**src/rtl/mem_stage_pkg.sv**
```systemverilog
// Shared RV32I memory-access types: funct3 encodings, MEM-stage FSM states and
// a helper that classifies an access by size.
package rv32i_types;

    typedef enum logic [2:0] {
        LB  = 3'b000,
        LH  = 3'b001,
        LW  = 3'b010,
        LBU = 3'b100,
        LHU = 3'b101
    } load_funct3_t;

    typedef enum logic [2:0] {
        SB = 3'b000,
        SH = 3'b001,
        SW = 3'b010
    } store_funct3_t;

    typedef enum logic [1:0] {
        IDLE,
        ACCESS,
        HOLD
    } mem_stage_state_t;

    typedef enum logic [1:0] {
        SIZE_B,
        SIZE_H,
        SIZE_W
    } access_size_t;

    // Unlisted funct3 codes fall back to a full-word access for both loads and stores.
    function automatic access_size_t access_size(input logic is_write, input logic [2:0] funct3);
        access_size_t size;
        size = SIZE_W;
        if (is_write) begin
            case (funct3)
                SB:      size = SIZE_B;
                SH:      size = SIZE_H;
                default: size = SIZE_W;
            endcase
        end else begin
            case (funct3)
                LB, LBU: size = SIZE_B;
                LH, LHU: size = SIZE_H;
                default: size = SIZE_W;
            endcase
        end
        return size;
    endfunction

endpackage

```
**src/rtl/mem_stage_load_align.sv**
```systemverilog
// Load data alignment: picks the byte/half addressed by the offset and
// sign- or zero-extends it according to funct3.
module load_align
    import rv32i_types::*;
(
    input  logic [31:0] rdata,
    input  logic [1:0]  offset,
    input  logic [2:0]  funct3,
    output logic [31:0] result
);

    logic [7:0]  byte_sel;
    logic [15:0] half_sel;

    always_comb begin
        byte_sel = rdata[{offset, 3'b000} +: 8];
        half_sel = offset[1] ? rdata[31:16] : rdata[15:0];
        case (funct3)
            LB:      result = {{24{byte_sel[7]}}, byte_sel};
            LBU:     result = {24'h0, byte_sel};
            LH:      result = {{16{half_sel[15]}}, half_sel};
            LHU:     result = {16'h0, half_sel};
            default: result = rdata;
        endcase
    end

endmodule

```
**src/rtl/mem_stage.sv**
```systemverilog
// RV32I MEM-stage controller: issues byte-steered loads/stores, stalls until the
// response, presents aligned load data. Optional macro: MEM_MISALIGN_TRAP_EN.
module mem_stage
    import rv32i_types::*;
(
    input  logic        clk,
    input  logic        rst,
    input  logic        valid_in,
    input  logic        mem_read,
    input  logic        mem_write,
    input  logic [2:0]  funct3,
    input  logic [31:0] addr_in,
    input  logic [31:0] rs2_in,
    input  logic        advance,
    output logic [31:0] dmem_address,
    output logic        dmem_read,
    output logic        dmem_write,
    output logic [31:0] dmem_wdata,
    output logic [3:0]  dmem_mbe,
    input  logic [31:0] dmem_rdata,
    input  logic        dmem_resp,
    output logic [31:0] mdr_out,
    output logic        stall_out
`ifdef MEM_MISALIGN_TRAP_EN
    ,
    output logic        misaligned
`endif
);

    mem_stage_state_t state_q, state_d;
    logic [31:0] addr_q, addr_d;
    logic [1:0]  off_q, off_d;
    logic [2:0]  funct3_q, funct3_d;
    logic        read_q, read_d;
    logic        write_q, write_d;
    logic [3:0]  mbe_q, mbe_d;
    logic [31:0] wdata_q, wdata_d;
    logic [31:0] mdr_q, mdr_d;

    logic         mem_op;
    logic         trap;
    access_size_t size;
    logic [1:0]   off_eff;
    logic [3:0]   mbe_new;
    logic [31:0]  load_result;

    load_align u_load_align (
        .rdata  (dmem_rdata),
        .offset (off_q),
        .funct3 (funct3_q),
        .result (load_result)
    );

    // Request decode: the offset is masked to the access's natural alignment.
    always_comb begin
        mem_op = valid_in && (mem_read || mem_write);
        size   = access_size(mem_write, funct3);
        case (size)
            SIZE_B: begin
                off_eff = addr_in[1:0];
                mbe_new = 4'b0001 << off_eff;
            end
            SIZE_H: begin
                off_eff = {addr_in[1], 1'b0};
                mbe_new = 4'b0011 << off_eff;
            end
            default: begin
                off_eff = 2'b00;
                mbe_new = 4'b1111;
            end
        endcase
`ifdef MEM_MISALIGN_TRAP_EN
        trap = ((size == SIZE_W) && (addr_in[1:0] != 2'b00)) ||
               ((size == SIZE_H) && addr_in[0]);
`else
        trap = 1'b0;
`endif
    end

    // NOTE: every variable gets its hold value first so no path can infer a latch.
    always_comb begin
        state_d  = state_q;
        addr_d   = addr_q;
        off_d    = off_q;
        funct3_d = funct3_q;
        read_d   = read_q;
        write_d  = write_q;
        mbe_d    = mbe_q;
        wdata_d  = wdata_q;
        mdr_d    = mdr_q;
        case (state_q)
            IDLE: begin
                if (mem_op && trap) begin
                    state_d = HOLD;
                end else if (mem_op) begin
                    addr_d   = {addr_in[31:2], 2'b00};
                    off_d    = off_eff;
                    funct3_d = funct3;
                    read_d   = mem_read;
                    write_d  = mem_write;
                    mbe_d    = mbe_new;
                    wdata_d  = rs2_in << {off_eff, 3'b000};
                    state_d  = ACCESS;
                end
            end
            ACCESS: begin
                if (dmem_resp) begin
                    if (read_q) mdr_d = load_result;
                    read_d  = 1'b0;
                    write_d = 1'b0;
                    state_d = HOLD;
                end
            end
            HOLD: begin
                if (advance) state_d = IDLE;
            end
            default: state_d = IDLE;
        endcase
    end

    // NOTE: sequential state uses non-blocking assignments only; the datapath
    // registers are reset as well so the memory port reads all-zero out of reset.
    always_ff @(posedge clk) begin
        if (rst) begin
            state_q  <= IDLE;
            addr_q   <= '0;
            off_q    <= '0;
            funct3_q <= '0;
            read_q   <= 1'b0;
            write_q  <= 1'b0;
            mbe_q    <= '0;
            wdata_q  <= '0;
            mdr_q    <= '0;
        end else begin
            state_q  <= state_d;
            addr_q   <= addr_d;
            off_q    <= off_d;
            funct3_q <= funct3_d;
            read_q   <= read_d;
            write_q  <= write_d;
            mbe_q    <= mbe_d;
            wdata_q  <= wdata_d;
            mdr_q    <= mdr_d;
        end
    end

`ifdef MEM_MISALIGN_TRAP_EN
    logic misaligned_q, misaligned_d;

    always_comb begin
        misaligned_d = misaligned_q;
        if (state_q == IDLE && mem_op) misaligned_d = trap;
        else if (state_q == HOLD && advance) misaligned_d = 1'b0;
    end

    always_ff @(posedge clk) begin
        if (rst) misaligned_q <= 1'b0;
        else     misaligned_q <= misaligned_d;
    end

    assign misaligned = misaligned_q;
`endif

    // Stall depends only on state and the decoded op, never on advance.
    assign stall_out    = (state_q == ACCESS) || ((state_q == IDLE) && mem_op);
    assign dmem_address = addr_q;
    assign dmem_read    = read_q;
    assign dmem_write   = write_q;
    assign dmem_wdata   = wdata_q;
    assign dmem_mbe     = mbe_q;
    assign mdr_out      = mdr_q;

endmodule

```
**config.mk**
```make
export PLATFORM = sky130hd
export DESIGN_NAME = mem_stage
export DESIGN_NICKNAME = d
export VERILOG_FILES = /design/src/rtl/mem_stage_pkg.sv /design/src/rtl/mem_stage_load_align.sv /design/src/rtl/mem_stage.sv
export SDC_FILE = /design/constraint.sdc
export NUM_CORES = 1
export LEC_CHECK = 0
export ABC_AREA = 1
export ABC_CLOCK_PERIOD_IN_PS = 1440
export CAP_MARGIN = 20
export CORE_MARGIN = 1.5
export CORE_UTILIZATION = 44
export DETAILED_ROUTE_END_ITERATION = 8
export PLACE_DENSITY = 0.88
export SYNTH_ARGS = -nofsm -noshare
export SYNTH_HDL_FRONTEND = slang
export SYNTH_SLANG_ARGS = --single-unit
export TNS_END_PERCENT = 20
```
**constraint.sdc**
```tcl
create_clock -name clk -period 1.44 [get_ports clk]
set_input_delay 0.288 -clock clk [delete_from_list [all_inputs] [get_ports clk]]
set_output_delay 0.288 -clock clk [all_outputs]
set_load 0.005 [all_outputs]
```
**After elaboration in Yosys (flattened, before gate mapping)**

Cells that the tools add are included.

- Reduce and logical (&&, ||, !) cells: 15
- Muxes and demuxes: 16
- Equal/unequal tests: 12
- Shift-type cells: 4

Operators with widths:

| cell | count |
|---|---|
| $pmux 32 s4 | 1 |
| $shiftx 32x6->8 | 1 |
| $shl 32x5->32 | 1 |
| $mux 16 | 1 |
| $eq 3x3->1 const B | 4 |
| $pmux 2 s2 | 3 |
| $reduce_and 3->1 | 3 |
| $mux 2 | 4 |
| $pmux 4 s2 | 1 |
| $eq 3x1->1 const B | 2 |
| $logic_not 3->1 | 2 |
| $ne 2x2->1 const B | 3 |
| $pmux 2 s3 | 1 |
| $eq 2x1->1 const B | 2 |
| $logic_not 2->1 | 2 |
| $pmux 1 s2 | 2 |
| $reduce_or 2->1 | 2 |
| $shl 1x2->4 const A | 1 |
| $shl 2x2->4 const A | 1 |
| $mux 1 | 3 |
| $eq 2x2->1 const B | 1 |
| $logic_and 1x1->1 | 2 |
| $logic_or 1x1->1 | 2 |
| $reduce_and 2->1 | 1 |
| $reduce_bool 2->1 | 1 |

- Input bits: 106
- Output and inout bits: 103
- Word-level logic and storage cells: 56
- Register bits after elaboration: 107

**Depth between registers and ports, before layout**

- Depth after elaboration: 7
- Gate-level depth with buffers: 10
- Mapped depth without buffers: 9

**Modules after synthesis**

A second synthesis with hierarchy kept.

- Cells, all modules: 791
- Area total of the unflattened synthesis: 5,335.1 µm²

By module, submodules not included:

| module | instances | cells an instance | area each (µm²) | seq. area each (µm²) |
|---|---|---|---|---|
| mem_stage | 1 | 632 | 4,523.1 | 2,142.1 |
| load_align | 1 | 159 | 812.0 | 0.0 |

**Least setup slack after synthesis**

OpenSTA, ideal clock, no wires.

- Path type: reg-to-reg
- Start point: reg state_q[0]
- End point: reg mdr_q[23], in the netlist mdr_out[23]
- Clock period less this slack: 1.273 ns
- Library setup time: 0.113 ns
- Stages on the path, launching flop included: 9
- Slack: 0.167 ns
- Arrival: 1.160 ns
- Buffers on the path: 1
- Data required time: 1.327 ns
- Path through: dfxtp_1 -> inv_1 -> nor2_2 -> nand3_4 -> clkinv_2 -> buf_6 -> o21ai_0 -> o21ai_1 -> inv_1

- Longest elaborated chain between the ends: 2

Ends and longest elaborated chain:

| element | RTL line | source |
|---|---|---|
| start, declared | mem_stage.sv:30 | `mem_stage_state_t state_q, state_d;` |
| start signal, assigned | mem_stage.sv:135 | `state_q <= state_d;` |
| $eq 2x1->1 | mem_stage.sv:91 | `case (state_q)` |
| $reduce_and 3->1 (no source line) | -- |  |
| end signal, assigned | mem_stage.sv:143 | `mdr_q <= mdr_d;` |
| end, declared | mem_stage.sv:38 | `logic [31:0] mdr_q, mdr_d;` |

No other way between the ends.
A chain may end at the register's enable or synchronous reset.

**Worst setup path in the final report**

- Start point: reg off_q[0]
- End point: reg mdr_q[6], in the netlist mdr_out[6]

- Longest elaborated chain between the ends: 2

Ends and longest elaborated chain:

| element | RTL line | source |
|---|---|---|
| start, declared | mem_stage.sv:32 | `logic [1:0] off_q, off_d;` |
| start signal, assigned | mem_stage.sv:127 | `off_q <= '0;` |
| start signal, assigned | mem_stage.sv:137 | `off_q <= off_d;` |
| $shiftx 32x6->8 | mem_stage_load_align.sv:16 | `byte_sel = rdata[{offset, 3'b000} +: 8];` |
| $pmux 32 s4 | mem_stage_load_align.sv:18 | `case (funct3)` |

No other way between the ends.

==> impl_results.md <==
- Number of antenna violations at the first check in global routing: 0
- Kind of end point of the critical path: register
- Internal power: about 5300 µW
- Clock latency at the later pin of the worst-skew pair: roughly 0.35 ns
- CTS tree: built
- Final setup skew: 0.00737 ns
- Routed length on met3: 1580 µm
- Vias after detailed routing: approximately 5,900
- Fraction of power consumed by the clock network: 35.4%
- Via-to-Cell Ratio: between 5 and 6
- Post-synthesis simple-gate area fraction: between 30 and 40%
- Placement Rows: 39
- Number of maximum-capacitance constraint violations: 0
- Count of H-tree levels built during CTS: 3
- Routed len/inst: 14.7 µm
- Top cells by area in the synthesized netlist: sky130_fd_sc_hd__dfxtp_1, sky130_fd_sc_hd__nand2_1, sky130_fd_sc_hd__a21oi_1
- Power density cells: 920 mW/mm²
- Post-route core utilization: 69.9%
- Layout overhead on the synthesized area: 54.4%
- Horizontal die dimension: approximately 110 µm
- Vertical die dimension: 112 µm
- Portion of the clock cycle consumed by the worst path in the final layout: a little over nine tenths
- Routability-driven placement congestion ratio: 0.929
- Num CTS Buffers: 9
- Kind of critical path: register to register
- Static leakage: 0.00400 µW
- Path class of the lowest-slack min-delay path: input pin to register
- Setup bufs post-CTS: 0
- Hold buffer count at cts: 0
- Gate Count Post-Synth: slightly below 800
- Portion of total power attributed to sequential cells: approximately 44%
- Top-area cell type share of the netlist area: between 40% and 50%
- Largest fanout of any net on the critical path: 6
- I/O pins: 209
- Count of different cell masters after synthesis: 30
- Complex-gate fraction of the synthesized area: 16.5%
- Synthesized-area fraction occupied by adder cells: 0%
- Max Transition Viols Final: 0
- Detailed router's first-iteration violation count: 488
- Detailed Route WL: about 17,000 µm
- Largest vdd supply drop: 0.688 mV
- Total overflow reported by the global router: 0
- Result of the run: finished clean
- Clock root buffer: sky130_fd_sc_hd__clkbuf_16
- # diodes: 0
- ANT nets after route: 0
- Wire length on met1: 6660 µm
- Nature of the critical path startpoint: register
- Share of final-layout standard cells stronger than drive strength 1: 14.5%
- Top routing layer in use: met4
- First-pass GRT wire length: between 20,000 and 30,000 µm
- Final Net Count: 1,114
- RSZ-0062 raised after global routing: yes
- Hold Path Stages: 3
- Switching pwr: ~2100 µW
- Total DRC errors in the routed layout: 0
- Final count of hold timing violations: 0
- Via count of the first global-routing pass: 5,628
- Count of port buffers added during placement: 206
- Fill cell count: 979
- Number of endpoints failing setup at the final stage: 0
- Cell area after synthesis: 0.00519 mm²
- Share of power burned in combinational logic: 21.1%
- Data arrival, critical path: roughly 1.7 ns
- Main combinational cell family by area after synthesis: simple AND/OR/NAND/NOR gates
- First-pass iteration count of the detailed router: 5
- Area enclosed by the die boundary: between 0.01 and 0.015 mm²
- Clock edge transition at the registers on the reported setup and hold paths: about 0.080 ns
- Register bit count reported by yosys: 107
- Worst Setup Slack, final: approximately 0.031 ns
- Max Freq: 710 MHz
- Placed wire-length estimate: between 10,000 and 15,000 µm
- Area share of xor/xnor cells in the synthesized design: 0%
- Sequential element share of the synthesized area: 41.3%
- Sw Ratio: 28.4%
- Worst-case clock buffer depth: 2
- Pin count of the biggest net entering global routing: 83
- R2r worst-path depth: 7
- Final min period: approximately 1.4 ns
- Area leader, netlist: sky130_fd_sc_hd__dfxtp_1
- Overall routing resource usage: 27.0%
- Placement Setup Slack: -0.433 ns
- Mux cell area share after synthesis: 0%
- Syn avg cell area: 6.60 µm²
- Core box area: 0.0115 mm²
- Worst-case hold slack: 0.371 ns
- Synth warnings: 0
- Wire length on met2: 8250 µm
- Starting Density: 45.3%
- Req. time, crit path: 1.72 ns
- # clock sinks: 107
## area by class of cell
type                            instances  area [µm²]  area share, %
Multi-Input combinational cell        546        2520           31.5
Inverter                               88         338           4.21
Timing Repair Buffer                  256        2460           30.6
Clock buffer                            9         225           2.81
Sequential cell                       107        2200           27.5
Clock inverter                          7        93.8           1.17
Tap cell                              143         179           2.23
## worst max-delay path: stages, from the launching register on
cell	delay, ns
sky130_fd_sc_hd__dfxtp_1	0.43
sky130_fd_sc_hd__nand2_1	0.18
sky130_fd_sc_hd__nor2_2	0.18
sky130_fd_sc_hd__buf_4	0.18
sky130_fd_sc_hd__nand2_1	0.06
sky130_fd_sc_hd__a21oi_1	0.11
sky130_fd_sc_hd__nand2_1	0.08
sky130_fd_sc_hd__a21oi_1	0.11
## worst paths after layout
check | start | to | slack (ns)
max reg2reg | off_q[0] | mdr_out[6] | 0.03
max | off_q[0] | mdr_out[6] | 0.03
min | mem_write | dmem_write | 0.37
min reg2reg | dmem_wdata[6] | dmem_wdata[6] | 0.46
## cells in the final DEF, fill, tap and decap left out, types with 3 or more instances in the layout
master and instances:
sky130_fd_sc_hd__o21ai_0 40, sky130_fd_sc_hd__nand2_2 6, sky130_fd_sc_hd__a21oi_1 75, sky130_fd_sc_hd__dlygate4sd2_1 102, sky130_fd_sc_hd__nand3_1 59, sky130_fd_sc_hd__inv_2 7, sky130_fd_sc_hd__dfxtp_1 58, sky130_fd_sc_hd__buf_12 8
sky130_fd_sc_hd__inv_8 3, sky130_fd_sc_hd__nor2_4 5, sky130_fd_sc_hd__clkdlybuf4s50_1 101, sky130_fd_sc_hd__a21boi_1 5, sky130_fd_sc_hd__buf_4 35, sky130_fd_sc_hd__nor2_1 67, sky130_fd_sc_hd__o21bai_1 8, sky130_fd_sc_hd__buf_6 5
sky130_fd_sc_hd__nand3b_1 5, sky130_fd_sc_hd__clkbuf_16 11, sky130_fd_sc_hd__inv_1 80, sky130_fd_sc_hd__o21ai_1 18, sky130_fd_sc_hd__dfxtp_2 49, sky130_fd_sc_hd__a21o_1 6, sky130_fd_sc_hd__nand2_1 233
## stage by stage
stage	std cells	total power (µW)	TNS (ns)	cell area, µm²
global route	1156	7740	-0.0916	8020
finish	1156	7380	0	8020
floorplan	788	3970	0	5200
global placement	1138	4850	-28.53	7640
detailed placement	1138	4870	-32.96	7640
CTS	1154	7390	-0.0633	7890
## flip-flops by register name, indices dropped and copies added (netlist names)
signal,flops
dmem_wdata,32
mdr_out,32
dmem_address,30
dmem_mbe,4
funct3_q,3
off_q,2
state_q,2
dmem_read,1
dmem_write,1
## what timing repair did
item,in CTS,in global routing
gates resized for setup,151,30
cloned,0,2
setup endpoints to repair,127,53
pin swaps,0,6
## Yosys cell counts
master and count:
sky130_fd_sc_hd__a21boi_1 5, sky130_fd_sc_hd__or2_2 2, sky130_fd_sc_hd__o21ai_1 18, sky130_fd_sc_hd__nor2_1 69
sky130_fd_sc_hd__inv_2 4, sky130_fd_sc_hd__buf_1 2, sky130_fd_sc_hd__nand2_2 2, sky130_fd_sc_hd__o21bai_1 9
sky130_fd_sc_hd__nor2_4 2, sky130_fd_sc_hd__a21oi_1 76, sky130_fd_sc_hd__a211oi_1 1, sky130_fd_sc_hd__clkbuf_1 19
sky130_fd_sc_hd__buf_4 6, sky130_fd_sc_hd__nand4_1 2, sky130_fd_sc_hd__nand2_1 238, sky130_fd_sc_hd__o211ai_1 1
sky130_fd_sc_hd__nand3_4 2, sky130_fd_sc_hd__inv_1 83, sky130_fd_sc_hd__buf_2 15, sky130_fd_sc_hd__clkinv_2 1
sky130_fd_sc_hd__buf_6 5, sky130_fd_sc_hd__a21o_1 6, sky130_fd_sc_hd__dfxtp_1 107, sky130_fd_sc_hd__nor2_2 3
sky130_fd_sc_hd__conb_1 1, sky130_fd_sc_hd__o21a_1 1, sky130_fd_sc_hd__a31oi_1 2, sky130_fd_sc_hd__o21ai_0 40
sky130_fd_sc_hd__nand3_1 60, sky130_fd_sc_hd__nand3b_1 5
## layer usage
metal,track usage [%],up-vias
li1,-,2918
met1,33.2,2654
met2,46.1,301
met3,6.86,39
met4,9.11,0
met5,0,-
## cells by family (layout without fill, tap and decap cells)
| family | Yosys count | count (layout) |
|---|---|---|
| buf+inv | 135 | 360 |
| simple gates | 385 | 385 |
| compound gates | 159 | 159 |
| other cells | 1 | 2 |
| flops | 107 | 107 |
## power by group through the flow
| stage | sequential (µW) | combinational (µW) | clock [µW] |
|---|---|---|---|
| 2_1_floorplan | 3260 | 709 | 0 |
| 3_3_place_gp | 3270 | 1580 | 0 |
| 3_5_place_dp | 3270 | 1600 | 0 |
| 4_1_cts | 3210 | 1520 | 2660 |
| 5_1_grt | 3230 | 1710 | 2800 |
| 6_report | 3210 | 1550 | 2610 |
No activity file was read; power rests on OpenSTA's default activity.
